[config.mk]
export PLATFORM = sky130hd
export DESIGN_NAME = aes_dec_arbiter
export DESIGN_NICKNAME = d
export VERILOG_FILES = /design/src/rtl/aes_dec_arbiter.sv
export SDC_FILE = /design/constraint.sdc
export NUM_CORES = 1
export LEC_CHECK = 0
export ABC_AREA = 1
export CAP_MARGIN = 5
export CORE_AREA = 2 2 357 359
export CTS_BUF_LIST = sky130_fd_sc_hd__clkbuf_4 sky130_fd_sc_hd__clkbuf_8 sky130_fd_sc_hd__clkbuf_16
export CTS_CLUSTER_SIZE = 30
export DETAILED_ROUTE_END_ITERATION = 6
export DIE_AREA = 0 0 359 361
export PLACE_DENSITY = 0.42
export SETUP_SLACK_MARGIN = 0.05
export SLEW_MARGIN = 20
export SYNTH_ARGS = -nofsm -noshare
export SYNTH_HDL_FRONTEND = slang
export SYNTH_SLANG_ARGS = --single-unit
export TNS_END_PERCENT = 30
[constraint.sdc]
create_clock -name clk -period 10.95 [get_ports clk]
set_input_delay 1.6425 -clock clk [delete_from_list [all_inputs] [get_ports clk]]
set_output_delay 1.6425 -clock clk [all_outputs]
set_load 0.02 [all_outputs]
[src/rtl/aes_dec_arbiter.sv]
// Round-robin scheduler sharing one AES decrypt pipe among NUM_REQ requesters, with result steering and flush/drain.
// Optional macro AES_ARB_BURST_EN lets a requester keep the grant for up to MAX_BURST consecutive accepts.
module aes_dec_arbiter #(
  parameter int NUM_REQ   = 4,
  parameter int ID_W      = 2,
  parameter int PIPE_LAT  = 2,
  parameter int MAX_BURST = 4
) (
  input  logic                    clk,
  input  logic                    rst_n,
  input  logic [NUM_REQ-1:0]      req_valid,
  input  logic [NUM_REQ*128-1:0]  req_data,
  output logic [NUM_REQ-1:0]      req_ready,
  output logic [NUM_REQ-1:0]      resp_valid,
  output logic [127:0]            resp_data,
  output logic                    pipe_ready,
  output logic [127:0]            pipe_data_in,
  input  logic                    pipe_valid,
  input  logic [127:0]            pipe_data_out,
  input  logic                    flush,
  output logic                    flush_done,
  output logic [ID_W+1:0]         in_flight,
  output logic                    tag_err
);

  typedef enum logic [1:0] {RUN, DRAIN, FLUSHED} state_t;

  state_t              state, state_next;
  logic [ID_W-1:0]     ptr, ptr_next;
  logic [ID_W-1:0]     grant_id, grant_inc, cand;
  logic                grant_any;
  logic                accept;
  logic                issue_valid;
  logic [ID_W-1:0]     issue_id;
  logic [PIPE_LAT-1:0] tag_valid;
  logic [ID_W-1:0]     tag_id [PIPE_LAT];
  logic                head_valid;
  logic [ID_W-1:0]     head_id;
  logic                tagged_resp;
  logic [127:0]        req_word [NUM_REQ];

  if (NUM_REQ < 2 || NUM_REQ > 8 || MAX_BURST < 1 || PIPE_LAT < 1 ||
      ID_W != $clog2(NUM_REQ)) begin : g_bad_params
    $error("aes_dec_arbiter: unsupported parameter combination");
  end

  for (genvar gi = 0; gi < NUM_REQ; gi++) begin : g_word
    assign req_word[gi] = req_data[128*gi +: 128];
  end

  // Scan downward so the lowest offset from ptr is the last (winning) assignment.
  always_comb begin
    grant_any = 1'b0;
    grant_id  = '0;
    cand      = '0;
    for (int k = NUM_REQ - 1; k >= 0; k--) begin
      cand = ID_W'((int'(ptr) + k) % NUM_REQ);
      if (req_valid[cand]) begin
        grant_any = 1'b1;
        grant_id  = cand;
      end
    end
  end

  assign grant_inc = (grant_id == ID_W'(NUM_REQ - 1)) ? '0 : grant_id + 1'b1;

  always_comb begin
    state_next = state;
    req_ready  = '0;
    unique case (state)
      RUN: begin
        if (grant_any && rst_n) req_ready[grant_id] = 1'b1;
        if (flush) state_next = DRAIN;
      end
      DRAIN:   if (in_flight == '0) state_next = FLUSHED;
      FLUSHED: if (!flush) state_next = RUN;
      default: state_next = RUN;
    endcase
  end

  assign flush_done = (state == FLUSHED);
  assign accept     = |(req_valid & req_ready);

`ifdef AES_ARB_BURST_EN
  localparam int CNT_W = $clog2(MAX_BURST + 1);

  logic [CNT_W-1:0] burst_cnt, burst_cnt_next;
  logic [ID_W-1:0]  last_id;

  // The pointer parks on the current winner until its burst allowance is used up.
  always_comb begin
    ptr_next       = ptr;
    burst_cnt_next = burst_cnt;
    if (accept) begin
      burst_cnt_next = (grant_id == last_id) ? burst_cnt + 1'b1 : CNT_W'(1);
      if (burst_cnt_next >= CNT_W'(MAX_BURST)) begin
        ptr_next       = grant_inc;
        burst_cnt_next = '0;
      end else begin
        ptr_next = grant_id;
      end
    end
  end

  always_ff @(posedge clk or negedge rst_n) begin
    if (!rst_n) begin
      burst_cnt <= '0;
      last_id   <= '0;
    end else if (accept) begin
      burst_cnt <= burst_cnt_next;
      last_id   <= grant_id;
    end
  end
`else
  always_comb begin
    ptr_next = ptr;
    if (accept) ptr_next = grant_inc;
  end
`endif

  always_ff @(posedge clk or negedge rst_n) begin
    if (!rst_n) begin
      state        <= RUN;
      ptr          <= '0;
      issue_valid  <= 1'b0;
      issue_id     <= '0;
      pipe_data_in <= '0;
      in_flight    <= '0;
      tag_err      <= 1'b0;
    end else begin
      state       <= state_next;
      ptr         <= ptr_next;
      issue_valid <= accept;
      if (accept) begin
        issue_id     <= grant_id;
        pipe_data_in <= req_word[grant_id];
      end
      tag_err <= tag_err | (pipe_valid & ~head_valid);
      case ({accept, tagged_resp})
        2'b10:   in_flight <= in_flight + 1'b1;
        2'b01:   in_flight <= in_flight - 1'b1;
        default: ;
      endcase
    end
  end

  assign pipe_ready = issue_valid;

  // Tags travel alongside the pipe; the last slot lines up with pipe_valid.
  always_ff @(posedge clk or negedge rst_n) begin
    if (!rst_n) begin
      tag_valid <= '0;
      for (int i = 0; i < PIPE_LAT; i++) tag_id[i] <= '0;
    end else begin
      tag_valid[0] <= issue_valid;
      tag_id[0]    <= issue_id;
      for (int i = 1; i < PIPE_LAT; i++) begin
        tag_valid[i] <= tag_valid[i-1];
        tag_id[i]    <= tag_id[i-1];
      end
    end
  end

  assign head_valid  = tag_valid[PIPE_LAT-1];
  assign head_id     = tag_id[PIPE_LAT-1];
  assign tagged_resp = pipe_valid & head_valid;
  assign resp_data   = pipe_data_out;

  always_comb begin
    resp_valid = '0;
    if (tagged_resp) resp_valid[head_id] = 1'b1;
  end

endmodule
=== Word level (Yosys, flattened, before mapping) ===
Index checks and enable logic that the tools add are counted.

* Register bits: 146
* Word-level logic and storage cells: 79
* Input bits: 648

* Bitwise logic cells: 6
* Add/subtract/negate cells: 6
* Magnitude comparators: 9
* Equality and inequality tests: 8
* Reduce and logical (&&, ||, !) cells: 8
* Muxes and demuxes: 32

{| class="wikitable"
|+ Operators with widths
! cell !! count
|-
| 128-bit binary-select mux with 2-bit select || 1
|-
| 128-bit two-way mux || 2
|-
| 2-bit by 3-bit < comparator with 1-bit output, second input constant || 6
|-
| 2-bit two-way mux || 8
|-
| 4-bit two-way mux || 3
|-
| 1-bit two-way mux || 10
|-
| 1-bit binary-select mux with 2-bit select || 4
|-
| 4-bit one-hot mux with 2 select lines || 1
|-
| 2-bit == test, second input constant || 3
|-
| 2-bit inequality test, second input constant || 3
|-
| 2-bit one-hot mux with 3 select lines || 1
|-
| 2-bit by 1-bit adder with 2-bit output, second input constant || 2
|-
| 2-bit adder, second input constant || 2
|-
| 4-bit by 1-bit adder with 4-bit output, second input constant || 1
|-
| 4-bit AND || 1
|-
| 1-bit demux with 2-bit select || 2
|-
| 2-bit by 1-bit == test with 1-bit output, second input constant || 2
|-
| 2-bit by 1-bit >= comparator with 1-bit output, second input constant || 2
|-
| 4-bit logical NOT || 1
|-
| 4-bit OR reduction || 1
|-
| 4-bit by 1-bit subtractor with 4-bit output, second input constant || 1
|-
| 3-bit >= comparator, second input constant || 1
|-
| 1-bit logical AND || 3
|-
| 2-bit inverter with 3-bit output || 1
|-
| other kinds (6) || 7
|}

=== Longest topological paths before layout ===
* Depth after elaboration: 17
* Gate-level depth with buffers: 26
* Gate-level depth less buffers: 24

=== Least setup slack after synthesis ===
Ideal clock, no wire load.

* Path kind: input -> register
* Start point: input req_valid[1]
* End point: register in_flight[3]
* Stages: 26
* Setup slack: 5.904 ns
* Library setup time: 0.129 ns
* Required time: 10.821 ns
* Path buffers: 3
* Arrival: 4.916 ns
* Path through: inv_1 > nand2_1 > nand3_1 > nand2_1 > nand3_1 > nand2_1 > nand2_2 > nand2_2 > buf_2 > buf_2 > ha_1 > inv_1 > nor2_1 > nand2_1 > nand3_2 > buf_2 > inv_1 > ha_1 > ha_1 > nand2_1 > nor2_1 > a211oi_1 > nor2_1 > nor2_1 > nand2_1 > xnor2_1

* Word-level cells in the longest chain between the ends: 16

{| class="wikitable"
|+ Ends and longest elaborated chain
! element !! line !! text
|-
| start, declared || 11 || <nowiki>input logic [NUM_REQ-1:0] req_valid,</nowiki>
|-
| 1-bit binary-select mux with 2-bit select || 58 || <nowiki>if (req_valid[cand]) begin</nowiki>
|-
| 1-bit two-way mux (implied by the code) || 58 ||
|-
| 2-bit two-way mux (4 in a row) || 58 ||
|-
| 2-bit by 3-bit < comparator with 1-bit output (implied by the code) / 2-bit by 1-bit >= comparator with 1-bit output (equally long branches) || 72 || <nowiki>if (grant_any && rst_n) req_ready[grant_id] = 1'b1;</nowiki>
|-
| 1-bit logical AND (implied by the code) || 72 ||
|-
| 1-bit two-way mux (implied by the code) || 72 ||
|-
| 1-bit demux with 2-bit select || 72 ||
|-
| 4-bit two-way mux (*) || 72 ||
|-
| 4-bit two-way mux (*) || 70 || <nowiki>unique case (state)</nowiki>
|-
| named net req_ready[3] || 13 || <nowiki>output logic [NUM_REQ-1:0] req_ready,</nowiki>
|-
| 4-bit AND (*) || 82 || <nowiki>assign accept = |(req_valid & req_ready);</nowiki>
|-
| 4-bit OR reduction (*) || 82 ||
|-
| named net accept || 32 || <nowiki>logic accept;</nowiki>
|-
| 2-bit by 1-bit == test with 1-bit output / 2-bit == test (equally long branches) || 139 || <nowiki>case ({accept, tagged_resp})</nowiki>
|-
| 4-bit one-hot mux with 2 select lines / 2-bit nonzero test (equally long branches) || -- ||
|-
| end signal, assigned || 140 || <nowiki>2'b10: in_flight <= in_flight + 1'b1;</nowiki>
|-
| end signal, assigned || 141 || <nowiki>2'b01: in_flight <= in_flight - 1'b1;</nowiki>
|-
| end, declared || 22 || <nowiki>output logic [ID_W+1:0] in_flight,</nowiki>
|}

The timed path passes the listed nets; every way through them passes the cells marked *. The select of a mux whose other input is x is not followed.
A chain may end at the register's enable or synchronous reset.

=== Final worst setup path ===
* Start point: input req_valid[3]
* End point: output req_ready[2]

* Word-level cells in the longest chain between the ends: 12

{| class="wikitable"
|+ Ends and longest elaborated chain
! element !! line
|-
| 1-bit binary-select mux with 2-bit select || 58
|-
| 1-bit two-way mux (implied by the code) || 58
|-
| 2-bit two-way mux (4 in a row) || 58
|-
| 2-bit by 3-bit < comparator with 1-bit output (implied by the code) / 2-bit by 1-bit >= comparator with 1-bit output (equally long branches) || 72
|-
| 1-bit logical AND (implied by the code) || 72
|-
| 1-bit two-way mux (implied by the code) || 72
|-
| 1-bit demux with 2-bit select || 72
|-
| 4-bit two-way mux (*) || 72
|-
| 4-bit two-way mux (*) || 70
|-
| end, declared || 13
|}

Mark *: on every way between the ends. The rest lies on a longest branch, timed or not. The select of a mux whose other input is x is not followed.

==> results.txt <==
The number of buffers added to fix hold violations after cts is 0. The max-slew violation total from the final report was 0. The worst setup path is of the input port to output pin kind. The die covers 130000 um2. The cell sitting at the root of the clock tree is a sky130_fd_sc_hd__clkbuf_16. In the routed layout, each cell is associated on average with a via count of 3.64.

The total number of yosys warnings is 0. The register-to-register setup slack came out at 5.61 ns. The final non-filler cell area came out at 21500 um2.

The placer congestion estimate is 0.889. On the final layout, the worst clock skew is 0.0128 ns. The data arrival time of the worst path is 5.04 ns. The clock transition at the registers of the reported paths is 0.07 ns. The global route total overflow is 0. The type of origin of the critical path is an input port.

By area the synthesized netlist is led by sky130_fd_sc_hd__dfrtp_1, sky130_fd_sc_hd__nand3_1, sky130_fd_sc_hd__nand2_1. The TritonCTS clock tree is done. The synthesis-to-layout area growth came out at 57.5%. The count of cell types in the netlist is 23. The power per standard cell area came out at 302 nW/um2. The netlist area before placement came out at 13600 um2. The number of global-route vias before repair came out at 15800. Dividing the final minimum period by the clock period gives 0.611. The number of top-level pins is 919.

The number of antenna violations at the first check in global routing is 5. Setup repair after global routing left no endpoint under its margin. The number of nets in the synthesized netlist is 3004. The post-cts gate resize count came out at 0. The initial DRC count came out at 946. The worst hold path belongs to the class flop to flop. The proportion of netlist area held by the largest area contributor is 0.268.

The total core area came out at 125000 um2. The total negative setup slack is 0 ns. Once the clock tree was built, the setup fixing pass inserted 0 buffers. The final-report hold violation count was 0. The routed design has 76500 um of wire. The synthesis-stage register bit count is 146. The maximum level of the CTS H-tree is 4.

The endpoint kind of the worst setup timing path is an output pin. The number of antenna repair diodes is 0. The flow ran to the end, and the final reports show no timing, DRC or antenna violations. The worst-case vdd ir drop came out at 197 uV. The total half-perimeter wirelength after legalization and detailed placement came out at 59400 um. The largest net degree at the start of global routing is 73. Of all cell types, the one taking the most synthesized area is sky130_fd_sc_hd__dfrtp_1.

The insertion delay of the later-clocked pin in the worst-skew pair is 0.49 ns. The total DRC errors in the routed layout came out at 0. The data required time of the worst path is 9.31 ns. The proportion of layout cells with a drive suffix above 1 is 0.0253. The tool flagged a number of max-cap violations equal to 0. The starting density of the core is 0.109.

In this run the critical register-to-register path is launched from ptr[0]$_DFFE_PN0P_. The floorplan has 130 rows. The launch instance of the worst min-delay path is tag_id[2]$_DFF_PN0_. The total number of vias is 16100. The number of clock buffers inserted by TritonCTS came out at 17.

The TritonCTS sink count came out at 146. The share of synthesized area occupied by flip-flops and latches is 0.268. For hold timing, the worst endpoint is head_id[0]$_DFF_PN0_. The largest buffer count on any clock path came out at 2. The number of cells traversed by the worst register-to-register path came out at 18. The average detailed-routed wire length per instance is 17.3 um. The relative slew slack is 0.372. The horizontal die dimension came out at 359 um. The endpoint identified for the worst register-to-register timing path is pipe_data_in[89]$_DFFE_PN0P_. The analysis attributes to cell leakage a power of 0.0111 uW. The die is 361 um tall. The number of cells produced by synthesis is 2351.

The count of buffers added on input and output ports is 662. Overall power consumption after layout is estimated at 6500 uW. The post-route minimum period came out at 6.69 ns. The count of cells along the worst hold path is 0. The total setup violations reported at the end of the flow is 0.

The final core area utilization came out at 0.171. The fmax is 150 MHz. The final net count came out at 3411. The pin slew with the least headroom to its limit is 0.942 ns. The number of nets with antenna violations after routing is 0. A synthesized cell averages 5.80 um2. The detailed-router iteration count before antenna repair came out at 5. The area of placed instances came out at 20900 um2. The global router's overall resource usage is 0.115. The maximum net fanout on the critical path is 67. The global-route wire length before repair is 111000 um.
==> through the flow <==
step           setup WS (ns)  cells  hold slack [ns]
3_3_place_gp            4.01   4389            0.335
3_5_place_dp            3.97   4389            0.337
2_1_floorplan           5.90   2351            0.331
5_1_grt                 3.98   4420            0.360
4_1_cts                 4.13   4420            0.356
6_report                4.26   4420            0.351
==> cells in the mapped netlist <==
library cell	count
sky130_fd_sc_hd__a211oi_1	1
sky130_fd_sc_hd__buf_1	21
sky130_fd_sc_hd__buf_2	77
sky130_fd_sc_hd__buf_4	138
sky130_fd_sc_hd__clkbuf_1	61
sky130_fd_sc_hd__dfrtp_1	146
sky130_fd_sc_hd__fa_1	1
sky130_fd_sc_hd__ha_1	4
sky130_fd_sc_hd__inv_1	530
sky130_fd_sc_hd__inv_2	4
sky130_fd_sc_hd__nand2_1	682
sky130_fd_sc_hd__nand2_2	4
sky130_fd_sc_hd__nand3_1	520
sky130_fd_sc_hd__nand3_2	2
sky130_fd_sc_hd__nand4_1	130
sky130_fd_sc_hd__nor2_1	13
sky130_fd_sc_hd__nor3_1	6
sky130_fd_sc_hd__o21a_1	1
sky130_fd_sc_hd__o21ai_0	3
sky130_fd_sc_hd__o21ai_2	2
sky130_fd_sc_hd__o21bai_1	2
sky130_fd_sc_hd__xnor2_1	2
sky130_fd_sc_hd__xor2_1	1
==> where the power goes <==
part           switching, uW  internal [uW]  leakage [uW]
Sequential               184            817       0.00182
Combinational           3250           1590       0.00895
Clock                    289            367      0.000292
Total                   3730           2770        0.0111
==> sequential cells by signal (all words and copies together) (netlist names) <==
signal,cells
issue_id,2
tag_err,1
in_flight,4
pipe_ready,1
pipe_data_in,128
tag_id,2
tag_valid,2
head_id,2
ptr,2
state,2
==> final cells by class <==
class / count / area [um2]
clock buffers: 18 / 439
clock inverters: 13 / 176
fillers: 14600 / 104000
inverters: 534 / 2010
multi-input cells: 1374 / 6340
flip-flops and latches: 146 / 3650
well taps: 1650 / 2060
repair buffers: 685 / 6800
==> logic make-up after synthesis <==
| group | after synthesis | synth area share |
|---|---|---|
| simple gates | 1357 | 0.447 |
| buf+inv | 831 | 0.274 |
| flops | 146 | 0.268 |
| compound gates | 9 | 0.00458 |
| fa+ha+maj | 5 | 0.00513 |
| xor+xnor | 3 | 0.00193 |
==> worst max-delay path by stage <==
stage | depth (start not counted) | slack (ns) | from | endpoint
floorplan | 26 | 5.90 | req_valid[1] | in_flight[3]$_DFFE_PN0P_
global placement | 19 | 4.01 | req_valid[3] | pipe_data_in[107]$_DFFE_PN0P_
detailed placement | 19 | 3.97 | req_valid[3] | pipe_data_in[60]$_DFFE_PN0P_
CTS | 13 | 4.13 | req_valid[3] | req_ready[2]
global route | 13 | 3.98 | req_valid[3] | req_ready[2]
finish | 13 | 4.26 | req_valid[3] | req_ready[2]
==> routing by layer <==
metal	vias to the layer above	routed length [um]	GRT usage
li1	7875	-	-
met3	104	6280	0.0403
met1	7503	32800	0.143
met4	4	2570	0.0462
met5	-	23	0
met2	624	34900	0.182
==> cells in the final DEF, fill, tap and decap left out, types with 4 or more instances in the layout <==
cell type and count:
sky130_fd_sc_hd__inv_2 4, sky130_fd_sc_hd__nand2_1 680, sky130_fd_sc_hd__nand4_1 130, sky130_fd_sc_hd__nand3_1 520, sky130_fd_sc_hd__nor3_1 6, sky130_fd_sc_hd__dfrtp_1 146, sky130_fd_sc_hd__clkdlybuf4s50_1 661, sky130_fd_sc_hd__ha_1 4
sky130_fd_sc_hd__buf_4 23, sky130_fd_sc_hd__inv_1 529, sky130_fd_sc_hd__nand2_8 4, sky130_fd_sc_hd__nor2_1 13, sky130_fd_sc_hd__inv_6 4, sky130_fd_sc_hd__clkbuf_16 17
==> worst max-delay path, stage by stage <==
cell,delay (ns)
sky130_fd_sc_hd__clkdlybuf4s50_1,0.54
sky130_fd_sc_hd__inv_2,0.06
sky130_fd_sc_hd__o21ai_2,0.19
sky130_fd_sc_hd__nand2_1,0.10
sky130_fd_sc_hd__nand2_1,0.07
sky130_fd_sc_hd__inv_1,0.04
sky130_fd_sc_hd__nand2_1,0.09
sky130_fd_sc_hd__nand2_4,0.33
sky130_fd_sc_hd__buf_4,0.46
sky130_fd_sc_hd__nor2_1,0.37
sky130_fd_sc_hd__nand2_8,0.35
sky130_fd_sc_hd__inv_1,0.14
sky130_fd_sc_hd__clkdlybuf4s50_1,0.61
Power figures use the tool's default switching activity.
